### src/rtl/csi2_packet_decoder.sv
// CSI-2 low-level protocol decoder: merges 1/2/4 byte lanes into header events and payload words.
// Optional payload CRC-16 check is built when CSI2_CRC_CHECK_EN is defined.
module csi2_packet_decoder #(
    parameter int unsigned NUM_LANES = 2
) (
    input  logic                   clock,
    input  logic                   reset,
    input  logic [8*NUM_LANES-1:0] lane_data,
    input  logic [NUM_LANES-1:0]   lane_enable,
    output logic                   lane_reset,
    output logic [31:0]            raw_data,
    output logic                   raw_data_enable,
    output logic                   raw_data_last,
    output logic [1:0]             virtual_channel,
    output logic [5:0]             data_type,
    output logic [15:0]            word_count,
    output logic                   frame_start,
    output logic                   frame_end,
    output logic                   line_start,
    output logic                   line_end,
    output logic                   header_ecc_error,
    output logic                   crc_error
);

    if (!(NUM_LANES == 1 || NUM_LANES == 2 || NUM_LANES == 4)) begin : g_bad_lanes
        $error("csi2_packet_decoder: NUM_LANES must be 1, 2 or 4");
    end

    typedef enum logic [1:0] {StHeader, StPayload, StFooter, StResync} state_e;

    state_e      state_q, state_d;
    logic [1:0]  hcnt_q, hcnt_d;
    logic [23:0] hdr_q, hdr_d;
    logic [15:0] rem_q, rem_d;
    logic [31:0] asm_q, asm_d;
    logic [1:0]  acnt_q, acnt_d;
    logic        fcnt_q, fcnt_d;

    logic        take_c;
    logic [7:0]  byte_c;
    logic        emit, emit_last;
    logic [31:0] emit_data;
    logic        hdr_ok, hdr_bad;
    logic [3:0]  evt;

    function automatic logic [5:0] header_ecc(input logic [23:0] d);
        logic [5:0] p;
        p[0] = ^(d & 24'hF12CB7);
        p[1] = ^(d & 24'hF2555B);
        p[2] = ^(d & 24'h749A6D);
        p[3] = ^(d & 24'hB8E38E);
        p[4] = ^(d & 24'hDF03F0);
        p[5] = ^(d & 24'hEFFC00);
        return p;
    endfunction

`ifdef CSI2_CRC_CHECK_EN
    logic [15:0] crc_q, crc_d;
    logic [7:0]  crc_lo_q, crc_lo_d;
    logic        crc_bad;

    // Reflected CRC-16 (poly 0x1021 -> 0x8408), one byte LSB first.
    function automatic logic [15:0] crc_byte(input logic [15:0] crc, input logic [7:0] b);
        logic [15:0] c;
        c = crc ^ {8'h00, b};
        for (int k = 0; k < 8; k++) begin
            c = c[0] ? ((c >> 1) ^ 16'h8408) : (c >> 1);
        end
        return c;
    endfunction
`endif

    // Walk the consumed lanes in packet order, advancing the packet state one byte at a time.
    always_comb begin
        state_d   = state_q;
        hcnt_d    = hcnt_q;
        hdr_d     = hdr_q;
        rem_d     = rem_q;
        asm_d     = asm_q;
        acnt_d    = acnt_q;
        fcnt_d    = fcnt_q;
        take_c    = 1'b1;
        byte_c    = 8'h00;
        emit      = 1'b0;
        emit_last = 1'b0;
        emit_data = 32'h0;
        hdr_ok    = 1'b0;
        hdr_bad   = 1'b0;
        evt       = 4'h0;
`ifdef CSI2_CRC_CHECK_EN
        crc_d     = crc_q;
        crc_lo_d  = crc_lo_q;
        crc_bad   = 1'b0;
`endif
        if (state_q == StResync) begin
            state_d = StHeader;
        end else begin
            for (int i = 0; i < NUM_LANES; i++) begin
                take_c = take_c & lane_enable[i];
                byte_c = lane_data[8*i +: 8];
                if (take_c) begin
                    case (state_d)
                        StHeader: begin
                            if (hcnt_d == 2'd3) begin
                                hcnt_d  = 2'd0;
                                state_d = StResync;
                                if (byte_c[7:6] != 2'b00 || byte_c[5:0] != header_ecc(hdr_d)) begin
                                    hdr_bad = 1'b1;
                                end else begin
                                    hdr_ok = 1'b1;
                                    if (hdr_d[5:0] <= 6'h0F) begin
                                        if (hdr_d[5:2] == 4'h0) evt[hdr_d[1:0]] = 1'b1;
                                    end else begin
                                        rem_d   = hdr_d[23:8];
                                        asm_d   = 32'h0;
                                        acnt_d  = 2'd0;
                                        fcnt_d  = 1'b0;
                                        state_d = (hdr_d[23:8] == 16'd0) ? StFooter : StPayload;
`ifdef CSI2_CRC_CHECK_EN
                                        crc_d   = 16'hFFFF;
`endif
                                    end
                                end
                            end else begin
                                hdr_d  = {byte_c, hdr_d[23:8]};
                                hcnt_d = hcnt_d + 2'd1;
                            end
                        end
                        StPayload: begin
                            asm_d = asm_d | (32'(byte_c) << (8 * acnt_d));
                            rem_d = rem_d - 16'd1;
`ifdef CSI2_CRC_CHECK_EN
                            crc_d = crc_byte(crc_d, byte_c);
`endif
                            if (rem_d == 16'd0) begin
                                emit      = 1'b1;
                                emit_last = 1'b1;
                                emit_data = asm_d;
                                asm_d     = 32'h0;
                                acnt_d    = 2'd0;
                                state_d   = StFooter;
                            end else if (acnt_d == 2'd3) begin
                                emit      = 1'b1;
                                emit_data = asm_d;
                                asm_d     = 32'h0;
                                acnt_d    = 2'd0;
                            end else begin
                                acnt_d = acnt_d + 2'd1;
                            end
                        end
                        StFooter: begin
                            if (!fcnt_d) begin
                                fcnt_d = 1'b1;
`ifdef CSI2_CRC_CHECK_EN
                                crc_lo_d = byte_c;
`endif
                            end else begin
                                fcnt_d  = 1'b0;
                                state_d = StResync;
`ifdef CSI2_CRC_CHECK_EN
                                crc_bad = ({byte_c, crc_lo_d} != crc_d);
`endif
                            end
                        end
                        default: begin
                            // Bytes after the packet end in this cycle are dropped.
                        end
                    endcase
                end
            end
        end
    end

    always_ff @(posedge clock or posedge reset) begin
        if (reset) begin
            state_q          <= StHeader;
            hcnt_q           <= 2'd0;
            hdr_q            <= 24'h0;
            rem_q            <= 16'h0;
            asm_q            <= 32'h0;
            acnt_q           <= 2'd0;
            fcnt_q           <= 1'b0;
            lane_reset       <= 1'b0;
            raw_data         <= 32'h0;
            raw_data_enable  <= 1'b0;
            raw_data_last    <= 1'b0;
            virtual_channel  <= 2'd0;
            data_type        <= 6'd0;
            word_count       <= 16'h0;
            frame_start      <= 1'b0;
            frame_end        <= 1'b0;
            line_start       <= 1'b0;
            line_end         <= 1'b0;
            header_ecc_error <= 1'b0;
        end else begin
            state_q          <= state_d;
            hcnt_q           <= hcnt_d;
            hdr_q            <= hdr_d;
            rem_q            <= rem_d;
            asm_q            <= asm_d;
            acnt_q           <= acnt_d;
            fcnt_q           <= fcnt_d;
            lane_reset       <= (state_d == StResync);
            raw_data_enable  <= emit;
            raw_data_last    <= emit_last;
            if (emit) raw_data <= emit_data;
            if (hdr_ok) begin
                virtual_channel <= hdr_d[7:6];
                data_type       <= hdr_d[5:0];
                word_count      <= hdr_d[23:8];
            end
            frame_start      <= evt[0];
            frame_end        <= evt[1];
            line_start       <= evt[2];
            line_end         <= evt[3];
            header_ecc_error <= hdr_bad;
        end
    end

`ifdef CSI2_CRC_CHECK_EN
    always_ff @(posedge clock or posedge reset) begin
        if (reset) begin
            crc_q     <= 16'h0;
            crc_lo_q  <= 8'h0;
            crc_error <= 1'b0;
        end else begin
            crc_q     <= crc_d;
            crc_lo_q  <= crc_lo_d;
            crc_error <= crc_bad;
        end
    end
`else
    assign crc_error = 1'b0;
`endif

endmodule

### config.mk
export PLATFORM = sky130hd
export DESIGN_NAME = csi2_packet_decoder
export DESIGN_NICKNAME = d
export VERILOG_FILES = /design/src/rtl/csi2_packet_decoder.sv
export SDC_FILE = /design/constraint.sdc
export NUM_CORES = 1
export LEC_CHECK = 0
export CAP_MARGIN = 40
export CORE_MARGIN = 1.5
export CORE_UTILIZATION = 60
export DETAILED_ROUTE_END_ITERATION = 10
export PLACE_DENSITY_LB_ADDON = 0.25
export SLEW_MARGIN = 10
export SYNTH_ARGS = -nofsm -noshare
export SYNTH_HDL_FRONTEND = slang
export SYNTH_SLANG_ARGS = --single-unit
export TNS_END_PERCENT = 100
### constraint.sdc
create_clock -name clock -period 10.4 [get_ports clock]
set_input_delay 2.6 -clock clock [delete_from_list [all_inputs] [get_ports clock]]
set_output_delay 2.6 -clock clock [all_outputs]
set_load 0.01 [all_outputs]
==> impl_metrics.tcl <==
set metrics [dict create \
    status "complete, no violations" \
    htree_num_levels 4 \
    grt_pass1_wl_um 54400 \
    synth.top_cell.area_share_pct 34.0 \
    synth_seq_cells 143 \
    syn_inst 1216 \
    use_met2_pct 55.8 \
    async_flop_share_pct 100 \
    syn_area_sq_um 10500 \
    gp_congestion 1.03 \
    synthXorXnorAreaFrac_pct 8.63 \
    antenna_found_initial 0 \
    slew_headroom_pct 34.1 \
    yosys.area.top_type "dfrtp_1" \
    clk_pin_slew_ns 0.06 \
    drt_iter0_markers 1406 \
    yosysWarnings 0 \
    numCtsBuffers 17 \
    worstPathRequired_ns 10.74 \
    r2r_setup_slack_ns 3.72 \
    leakage_uw 0.00502 \
    synth-compound-area-share_pct 21.5 \
    clkLatencyLatePin_ns 0.44 \
    ctsResizeCount 0 \
    worstSetupEndpointType "flip-flop" \
    clock.fmax_ghz 0.117 \
    fin_tns_setup_ns 0 \
    finClkSkew_ns 0.0116 \
    port_buffers 83 \
    synth_area_per_cell_sq_um 8.65 \
    hold_class "reg -> reg" \
    synth_simple_gate_area_share_pct 14.8 \
    critical_path_arrival_ns 8.89 \
    final_cells 1483 \
    synthFlopType "dfrtp_1" \
    core_sq_um 17200 \
    ys_seq_area_share_pct 34.0 \
    grt_max_degree 84 \
    syn_to_final_growth_pct 14.9 \
    synth-edff-count 0 \
    p_per_area_nw_per_um2 428 \
    yosys.area_share.adder_pct 4.52 \
    vias 10200 \
    synth_nets 1274 \
    grtUsageMet3_pct 10.4 \
    slew_violations 0 \
    rsz0062_at_grt "false" \
    dp_hpwl_um 24400 \
    drt_wl_total_um 34800 \
    worstSetupStartpointType "primary input" \
    setup-violations-final 0 \
    netlist_top_cells_area "dfrtp_1 34%, mux2i_1 7.6%, a21oi_1 7.4%" \
    diodes 0 \
    dieArea_sq_um 18300 \
    multi_input_area_sq_um 6340 \
    cts.path.max_buffers 2 \
    cts_root_buffer "clkbuf_16" \
    die_h_um 135 \
    grt_busiest_layer "met1" \
    fin_nets 1303 \
    fin_crit_ns 8.55 \
    cts_hold_buf 0 \
    cts.sink_count 143 \
    die-width_um 135 \
    dp_cells 1451 \
    gr-usage-all-layers_pct 39.1 \
    n_fill_cell 1372 \
    drcViolationCount 0 \
    placed_area_sq_um 11400 \
    grt_pass1_vias 9401 \
    ant_nets 0 \
    maxCapViolations 0 \
    synth_top_family_by_area "compound AO/OA/AOI/OAI gates" \
    most-common-layout-cells "155 x a21oi_1, 143 x dfrtp_1, 98 x nor2_1, 87 x nand2_1, 83 x clkdlybuf4s50_1" \
    peakVddDrop_mv 0.295 \
    seqCellArea_sq_um 3580 \
    vias_per_cell 6.88 \
    final_common_cell "a21oi_1" \
    finalHoldViolCount 0 \
    grt_use_met1_pct 56.3 \
    tightestPinTransition_ns 0.981 \
    crit_type "in -> reg" \
    first_pass_iters 6 \
    avgRoutedWirePerCell_um 23.5 \
    post_cts.repair.setup_buffers 0 \
    crit_path_max_fanout 33 \
    cts_tree "built" \
    grt.overflow.total 0 \
    ios 85 \
    period_share_pct 82.2 \
    drive_above_1_share_pct 8.66 \
    timing.hold.ws_ns 0.507 \
    stdcell_area_sq_um 12100 \
    muxShareOfSynthArea_pct 10.6 \
    initial_utilization_pct 61.0 \
    synth.distinct_cells 78 \
    placementRows 48 \
]
[layer usage]
| layer | vias to the layer above | share of wire [%] |
|---|---|---|
| met1 | 4817 | 40 |
| met2 | 781 | 42 |
| met4 | 0 | 4.4 |
| li1 | 4459 | - |
| met5 | - | 0 |
| met3 | 148 | 14 |
[layout make-up]
type                       instances  area share [%]
multi-input combinational        928            52.5
sequential                       143            29.6
timing repair buffer             110            8.88
clock buffer                      18            3.55
tap                              225            2.33
clock inverter                    14            1.68
inverter                          45            1.44
[through the flow]
| stage | setup WS, ns | total power (uW) | utilization (%) |
|---|---|---|---|
| 6_report | 1.85 | 5160 | 70.1 |
| 5_1_grt | 1.60 | 5460 | 70.1 |
| 4_1_cts | 2.09 | 5070 | 70.1 |
| 3_5_place_dp | 1.68 | 4370 | 66.4 |
| 3_3_place_gp | 1.75 | 4290 | 65.8 |
| 2_1_floorplan | 3.28 | 3490 | - |
[where the power goes]
part | total [uW] | leakage [uW] | switching (uW) | internal, uW
clock network | 674 | 0.000306 | 267 | 407
registers | 1060 | 0.00180 | 260 | 795
logic | 3430 | 0.00291 | 1890 | 1540
[kinds of logic (layout without fill, tap and decap cells)]
kind of cell               count (synthesis)  in the layout
AOI/OAI and AO/OA                        369            369
and+or+nand+nor                          321            321
buffers and inverters                    145            187
DFF                                      143            143
muxes                                    108            108
xor gates and xnor gates                  91             91
adders and majority gates                 38             38
other                                      1              1
[synth_stat cells (8+ instances only)]
cell type	instances
a21oi_1	155
a22oi_1	18
a31oi_1	19
a41oi_1	15
and2_1	9
and3_1	8
buf_1	9
buf_2	20
clkbuf_1	64
dfrtp_1	143
ha_1	38
inv_1	45
mux2_2	28
mux2i_1	80
nand2_1	87
nand3_1	25
nand4_1	15
nor2_1	99
nor2b_1	10
nor3_1	16
nor4_1	11
o21ai_0	75
o22ai_1	15
xnor2_1	69
xnor3_1	8
xor2_1	14
[flip-flops by register name, summed over array words and instances, names as in the netlist, 2 cells and up]
name and cells:
hcnt_q 2, hdr_q 24, virtual_channel 2, asm_q 32
rem_q 16, raw_data 32, state_q 2, acnt_q 2
data_type 6, word_count 16
[worst paths after layout]
check,endpoint,depth (start not counted),start
setup / recovery,raw_data[18],18,lane_data[2]
hold / removal,word_count[8],1,word_count[8]
setup reg to reg,raw_data[18],19,hdr_q[22]
hold reg to reg,word_count[8],1,word_count[8]
max in group asynchronous,rem_q[11],4,reset
min in group asynchronous,word_count[11],2,reset
[worst max-delay path, stage by stage]
cell and delay [ns]:
clkdlybuf4s50_1 0.70, xnor2_1 0.33, xnor3_1 0.35, xnor2_1 0.19, and4_1 0.55, nand2_4 0.25
a31o_2 0.33, a41oi_1 0.32, ha_1 0.24, nor3b_1 0.40, nand4_1 0.31, or4_1 0.60
a211oi_2 0.27, nand4_2 0.12, buf_4 0.27, a21oi_4 0.17, buf_4 0.51, mux2i_1 0.32
(Power assumes the default switching activity.)
